<file path="config.mk">
export PLATFORM = sky130hd
export DESIGN_NAME = regfile_mp_sb
export DESIGN_NICKNAME = d
export VERILOG_FILES = /design/src/rtl/regfile_mp_sb.sv
export SDC_FILE = /design/constraint.sdc
export NUM_CORES = 2
export LEC_CHECK = 0
export CAP_MARGIN = 20
export CORE_MARGIN = 5
export CORE_UTILIZATION = 40
export DETAILED_ROUTE_END_ITERATION = 8
export PLACE_DENSITY = 0.53
export RECOVER_POWER = 50
export REMOVE_ABC_BUFFERS = 1
export SLEW_MARGIN = 0
export SYNTH_ARGS = -nofsm -noshare
export SYNTH_HDL_FRONTEND = slang
export SYNTH_SLANG_ARGS = --single-unit
</file>
<file path="constraint.sdc">
create_clock -name clk -period 3.7 [get_ports clk]
set_input_delay 0.74 -clock clk [delete_from_list [all_inputs] [get_ports clk]]
set_output_delay 0.74 -clock clk [all_outputs]
set_load 0.01 [all_outputs]
</file>
<file path="src/rtl/regfile_mp_sb.sv">
// Multi-ported integer register file with an integrated busy-bit scoreboard.
// NRD combinational read ports, two posedge write-back ports (ALU = wb0,
// LSU = wb1), optional same-cycle write bypass, x0 hardwired to zero and
// x2 (sp) reset to SP_INIT. Busy bits are set at issue and cleared at
// write-back so decode can stall on RAW hazards.
module regfile_mp_sb #(
  parameter int               WIDTH   = 32,
  parameter int               ADDR    = 5,
  parameter int               NRD     = 3,
  parameter logic [WIDTH-1:0] SP_INIT = WIDTH'('h8000),
  parameter bit               BYPASS  = 1'b1
) (
  input  logic                  clk,
  input  logic                  reset_n,
  input  logic [NRD*ADDR-1:0]   rs_addr,
  output logic [NRD*WIDTH-1:0]  rs_data,
  output logic [NRD-1:0]        rs_busy,
  input  logic                  iss_valid,
  input  logic [ADDR-1:0]       iss_rd,
  input  logic                  wb0_en,
  input  logic [ADDR-1:0]       wb0_rd,
  input  logic [WIDTH-1:0]      wb0_data,
  input  logic                  wb1_en,
  input  logic [ADDR-1:0]       wb1_rd,
  input  logic [WIDTH-1:0]      wb1_data,
  input  logic                  flush,
  output logic [(2**ADDR)-1:0]  busy_vec
);

  localparam int NREG = 2 ** ADDR;

  // Storage and scoreboard state. Entry 0 of the array is never written
  // after reset, and reads of address 0 are forced to zero anyway.
  logic [WIDTH-1:0] r_regs [NREG];
  logic [NREG-1:0]  r_busy;

  logic [NREG-1:0]  w_busyNext;
  logic [ADDR-1:0]  w_rsAddr [NRD];
  logic             w_wb0Live;
  logic             w_wb1Live;
  logic             w_issLive;

  // A write-back or issue aimed at x0 has no architectural effect, so it is
  // filtered out once here and every consumer sees only "live" requests.
  assign w_wb0Live = wb0_en    && (wb0_rd != '0);
  assign w_wb1Live = wb1_en    && (wb1_rd != '0);
  assign w_issLive = iss_valid && (iss_rd != '0);

  // Register array: reset image, then ALU and LSU write-backs. The LSU write
  // is placed second so it overrides the ALU when both target one register.
  always_ff @(posedge clk or negedge reset_n) begin
    if (!reset_n) begin
      for (int i = 0; i < NREG; i++) begin
        r_regs[i] <= (i == 2) ? SP_INIT : '0;
      end
    end else begin
      if (w_wb0Live) begin
        r_regs[wb0_rd] <= wb0_data;
      end
      if (w_wb1Live) begin
        r_regs[wb1_rd] <= wb1_data;
      end
    end
  end

  // Scoreboard next state: flush clears everything, a new issue beats a
  // same-cycle write-back (the issuing instruction is the younger producer),
  // and a write-back on either port retires the pending producer.
  always_comb begin
    w_busyNext = r_busy;
    for (int r = 1; r < NREG; r++) begin
      if (flush) begin
        w_busyNext[r] = 1'b0;
      end else if (w_issLive && (iss_rd == ADDR'(r))) begin
        w_busyNext[r] = 1'b1;
      end else if ((w_wb0Live && (wb0_rd == ADDR'(r))) ||
                   (w_wb1Live && (wb1_rd == ADDR'(r)))) begin
        w_busyNext[r] = 1'b0;
      end
    end
    w_busyNext[0] = 1'b0;
  end

  // Scoreboard state register.
  always_ff @(posedge clk or negedge reset_n) begin
    if (!reset_n) begin
      r_busy <= '0;
    end else begin
      r_busy <= w_busyNext;
    end
  end

  // Split the flat read-address bus into one address per port.
  always_comb begin
    for (int k = 0; k < NRD; k++) begin
      w_rsAddr[k] = rs_addr[k*ADDR +: ADDR];
    end
  end

  // Read ports: x0 reads zero; with bypass the LSU write-back has priority
  // over the ALU write-back, which has priority over the stored array.
  // Busy reflects registered state only, even when a write-back to the same
  // register is in flight this cycle.
  always_comb begin
    rs_data = '0;
    rs_busy = '0;
    for (int k = 0; k < NRD; k++) begin
      if (w_rsAddr[k] == '0) begin
        rs_data[k*WIDTH +: WIDTH] = '0;
      end else if (BYPASS && w_wb1Live && (wb1_rd == w_rsAddr[k])) begin
        rs_data[k*WIDTH +: WIDTH] = wb1_data;
      end else if (BYPASS && w_wb0Live && (wb0_rd == w_rsAddr[k])) begin
        rs_data[k*WIDTH +: WIDTH] = wb0_data;
      end else begin
        rs_data[k*WIDTH +: WIDTH] = r_regs[w_rsAddr[k]];
      end
      rs_busy[k] = r_busy[w_rsAddr[k]];
    end
  end

  assign busy_vec = r_busy;

endmodule

</file>
==> flow_results.org <==
** Outcome
- Outcome :: finished, violations left
- Violations in the final reports :: max-capacitance violations, max-slew violations, negative setup slack

** GRT
- Leftover overflow at the end of global routing :: 0
- Number of antenna violations at the first check in global routing :: 13
- Global-route total usage across every layer :: 38.0%
- Largest net degree at the start of global routing :: 140
- The via count of the first global-routing pass is 69972.
- First-pass GRT wire length :: 543000 um

** Clocking
- CTS tree :: built
- In this run, CTS created clock tree buffers numbering 133.
- Clk sinks :: 1055
- The clock passes through at most 3 buffers.
- Reg clk slew, reported paths :: 60 ps
- Clock insertion delay at the later pin of the skew report :: 780 ps
- CTS H-tree lvls :: 4
- Cell at the root of the clock tree :: sky130_fd_sc_hd__clkbuf_16

** Floorplanning
- Measured along the x axis, the die boundary spans 447 um.
- Num ports :: 231
- The core region is 190000 um2.
- The die is 447 um tall.
- Cell row count :: 160
- Starting density of the core :: 40.2%
- DIE AREA :: 200000 um2

** Synthesis
- After synthesis the netlist holds a flip-flop and latch count of 1055.
- Counting distinct cell types in the post-synthesis netlist gives 53.
- During synthesis, Yosys emitted a total of 0 warnings.
- XOR/XNOR share of the synthesized area :: 0.344%
- Adder and majority cell fraction of the synthesized area :: 0%
- Portion of the post-synthesis area used by sequential elements :: 34.5%
- Multiplexer fraction of the synthesized cell area :: 31.8%
- After Yosys synthesis, and, or, nand and nor cells account for 9.76% of the synthesized area.
- Post-synthesis instance area :: 76500 um2
- The synthesized design contains 0 enable-type register cells.
- Of all flip-flops after synthesis, the portion carrying an async set or reset was 100%.
- Count of mapped cells out of synthesis :: 7954
- Synthesized-area fraction occupied by ao, oa, aoi and oai cells :: 17.7%
- Main combinational cell family by area after synthesis :: multiplexers
- Mean cell area of the mapped netlist :: 9.62 um2
- In the synthesized netlist the dominant register cell turns out to be sky130_fd_sc_hd__dfrtp_1.

** Worst setup path
- R2R depth :: 2
- The worst setup path is captured at an output pin.
- Endpoint required time on the critical path :: 2960 ps
- Register-to-Register Setup Slack :: 2810 ps
- Critical Setup Path Class :: input port to output pin
- Worst R2R Start :: busy_vec[2]
- Data on the critical path arrives at its endpoint at 2980 ps.
- Crit path launch type :: input port
- The worst register-to-register path ends at busy_vec[2].
- Largest fanout of any net on the critical path :: 24

** Drt
- For this run, design rule violations remaining after detail routing come to 0.
- The first TritonRoute pass finished after 8 iterations.
- Highest routed metal layer :: met5
- Metal2 WL :: 166000 um
- Starting DRC count in detailed routing :: 10379
- Number of antenna-violating nets in the routed design :: 0
- After detailed routing, the average wire length per cell comes to 36.3 um.
- Total routed wire length on the met1 layer :: 147000 um
- In the routed layout, each cell is associated on average with a via count of 6.73.
- Total Routed Length :: 393000 um
- Vias :: 72862
- The routed design uses 48600 um of met3 wire.

** Timing
- Ratio of final minimum period to clock period :: 101%
- Across all setup checks in the final design, the least slack found is -24.4 ps.
- For the pin with the worst max-slew slack, the measured transition is 2930 ps.
- RSZ-0062 raised after global routing :: yes
- Clock skew on the completed layout was measured at 0 ps.
- The final hold violation count is 0.
- The final max-slew violation count came to 37.
- Static timing analysis puts the maximum clock frequency at 269 MHz.
- Worst relative slew slack :: -95.3%
- Final setup viols :: 3
- Clock period minus worst slack :: 3720 ps
- Adding up every negative setup slack in the final design gives -53.0 ps.

** Flow run
- Across the run, the number of max-cap violations was 2.

** Finish
- Nets@finish :: 8295
- From synthesis to final layout, the design area changed by 21.9%.
- Non-filler cells in the finished layout :: 10820
- Layout cell share with drive strength beyond 1 :: 23.9%
- Non-Filler Cell Area, Final :: 93200 um2

** Pwr
- Cell area power density :: 480 nW/um2
- IR analysis of the VDD net gives a maximum drop of 0.418 mV.
- After layout, the design draws a total of 44700 uW.
- Summed over all cells, the static leakage comes to 0.0405 uW.

** Placed design
- Input and output buffers added on the ports amount to 229.
- At the placement stage, the worst setup path has a slack of -997 ps.
- The placed instances occupy a cell area of 87200 um2.
- Inst Count DP :: 10474
- RePlAce Congestion :: 0.961
- Detailed placement finished with a half-perimeter wire length of 253000 um.

** Worst hold path
- The worst hold path was traced through 0 stages.
- The min-delay analysis places its worst path in the category register to register.
- The path with the worst hold slack has its endpoint at r_regs[1012].
- The worst hold path begins at r_regs[1012].
-- routing by layer --
layer  track usage, %  up-vias
met2             55.6     5288
li1                 -    30043
met1             49.5    36144
met3             11.1     1385
met5                0        -
met4             24.0        2
-- what timing repair did --
action / CTS / global route
endpoints found under the hold margin: 17 / 0
setup buffers: 36 / 43
cloned: 11 / 7
gates resized for setup: 273 / 146
hold buffers: 1 / 0
pin swaps: 22 / 30
endpoints found under the setup margin: 99 / 89
-- flip-flops by register name (all words and copies together) (netlist names) --
register and count:
r_regs 1024, busy_vec 31
-- Yosys cell counts, drive strengths merged, types with 2 or more instances --
library cell | n | share of area [%]
nor2 | 852 | 4.2
mux2i | 1214 | 16
or2 | 4 | 0.033
or3b | 6 | 0.069
and2 | 7 | 0.057
a22oi | 13 | 0.13
a311oi | 93 | 1.1
dfrtp | 1054 | 34
o21ai | 475 | 3.1
nor3 | 202 | 1.3
mux4 | 492 | 14
xor2 | 12 | 0.14
o22ai | 93 | 0.76
nand4b | 2 | 0.023
mux2 | 99 | 1.5
nand2b | 13 | 0.11
clkbuf | 639 | 3.1
and3 | 5 | 0.041
a32oi | 21 | 0.24
a22o | 93 | 1.1
o21a | 6 | 0.059
nand3b | 16 | 0.16
o211ai | 6 | 0.059
or3 | 3 | 0.025
nor4b | 3 | 0.059
nand2 | 641 | 3.1
a211oi | 3 | 0.029
buf | 381 | 2.5
nand3 | 29 | 0.19
and4 | 3 | 0.034
nor2b | 20 | 0.16
nor4 | 4 | 0.033
a221oi | 93 | 1.1
inv | 38 | 0.19
a21oi | 1100 | 7.2
o221ai | 189 | 2.9
xnor2 | 18 | 0.21
nand4 | 7 | 0.057
-- layout make-up --
cell class / count / area (um2)
repair buffers: 1126 / 12600
well taps: 2511 / 3140
inverters: 38 / 143
clock inverters: 45 / 602
multi-input cells: 5841 / 46400
fillers: 17520 / 96900
flip-flops and latches: 1055 / 26400
clock buffers: 196 / 3870
diodes: 8 / 20.0
-- power by group --
part / switching, uW / internal [uW]
Clock: 5640 / 8100
Combinational: 6340 / 7040
Sequential: 3170 / 14400
Total: 15200 / 29600
-- layout by cell type (no fill, tap or decap), types with 12 or more instances in the layout --
cell type / count
sky130_fd_sc_hd__o21ai_0: 466
sky130_fd_sc_hd__nand2_4: 34
sky130_fd_sc_hd__xnor2_1: 17
sky130_fd_sc_hd__a311oi_1: 86
sky130_fd_sc_hd__clkbuf_1: 50
sky130_fd_sc_hd__mux2_2: 99
sky130_fd_sc_hd__clkbuf_16: 144
sky130_fd_sc_hd__dlygate4sd2_1: 30
sky130_fd_sc_hd__clkbuf_2: 51
sky130_fd_sc_hd__nand3b_1: 16
sky130_fd_sc_hd__buf_12: 242
sky130_fd_sc_hd__buf_16: 26
sky130_fd_sc_hd__nor2_4: 17
sky130_fd_sc_hd__dfrtp_1: 1053
sky130_fd_sc_hd__o221ai_2: 90
sky130_fd_sc_hd__clkinv_2: 17
sky130_fd_sc_hd__a221oi_1: 84
sky130_fd_sc_hd__buf_6: 32
sky130_fd_sc_hd__clkbuf_8: 25
sky130_fd_sc_hd__bufinv_16: 12
sky130_fd_sc_hd__buf_2: 15
sky130_fd_sc_hd__o221ai_1: 94
sky130_fd_sc_hd__buf_4: 567
sky130_fd_sc_hd__nor2_1: 833
sky130_fd_sc_hd__inv_1: 32
sky130_fd_sc_hd__a22o_1: 86
sky130_fd_sc_hd__mux2i_1: 1214
sky130_fd_sc_hd__a32oi_1: 21
sky130_fd_sc_hd__a22oi_1: 13
sky130_fd_sc_hd__clkdlybuf4s15_1: 14
sky130_fd_sc_hd__nand2_1: 606
sky130_fd_sc_hd__o22ai_1: 91
sky130_fd_sc_hd__clkdlybuf4s50_1: 103
sky130_fd_sc_hd__nand3_1: 28
sky130_fd_sc_hd__nor2b_1: 17
sky130_fd_sc_hd__a21oi_1: 1097
sky130_fd_sc_hd__nor3_1: 197
sky130_fd_sc_hd__mux4_2: 492
-- worst max-delay path by stage --
stage | slack (ps) | cells past startpoint | start | endpoint
2_1_floorplan | -1600 | 4 | wb0_rd[2] | r_regs[128]
3_3_place_gp | -1130 | 9 | wb0_rd[0] | rs_data[57]
3_5_place_dp | -1000 | 9 | wb0_rd[0] | rs_data[57]
4_1_cts | -50 | 9 | wb0_rd[0] | rs_data[52]
5_1_grt | -20 | 9 | wb0_rd[1] | rs_data[52]
6_report | -20 | 9 | rs_addr[4] | rs_data[20]
-- worst max-delay path, stage by stage --
cell	delay, ps
sky130_fd_sc_hd__buf_6	160
sky130_fd_sc_hd__buf_12	170
sky130_fd_sc_hd__or3b_4	460
sky130_fd_sc_hd__buf_12	200
sky130_fd_sc_hd__o22ai_1	320
sky130_fd_sc_hd__a311oi_2	80
sky130_fd_sc_hd__a22o_1	300
sky130_fd_sc_hd__o221ai_2	180
sky130_fd_sc_hd__clkdlybuf4s15_1	270
-- logic make-up after synthesis --
family	Yosys count
AOI/OAI and AO/OA	2185
and+or+nand+nor	1820
muxes	1805
buffers and inverters	1058
DFF	1055
xor gates and xnor gates	30
other	1
-- per-stage QoR --
| stage | hold slack [ps] | utilization (%) |
|---|---|---|
| after floorplan | 381 | - |
| after global placement | 393 | 45.9 |
| after detailed placement | 403 | 45.9 |
| after CTS | 416 | 48.8 |
| after global routing | 430 | 49.0 |
| final | 420 | 49.0 |
Power figures use the tool's default switching activity.
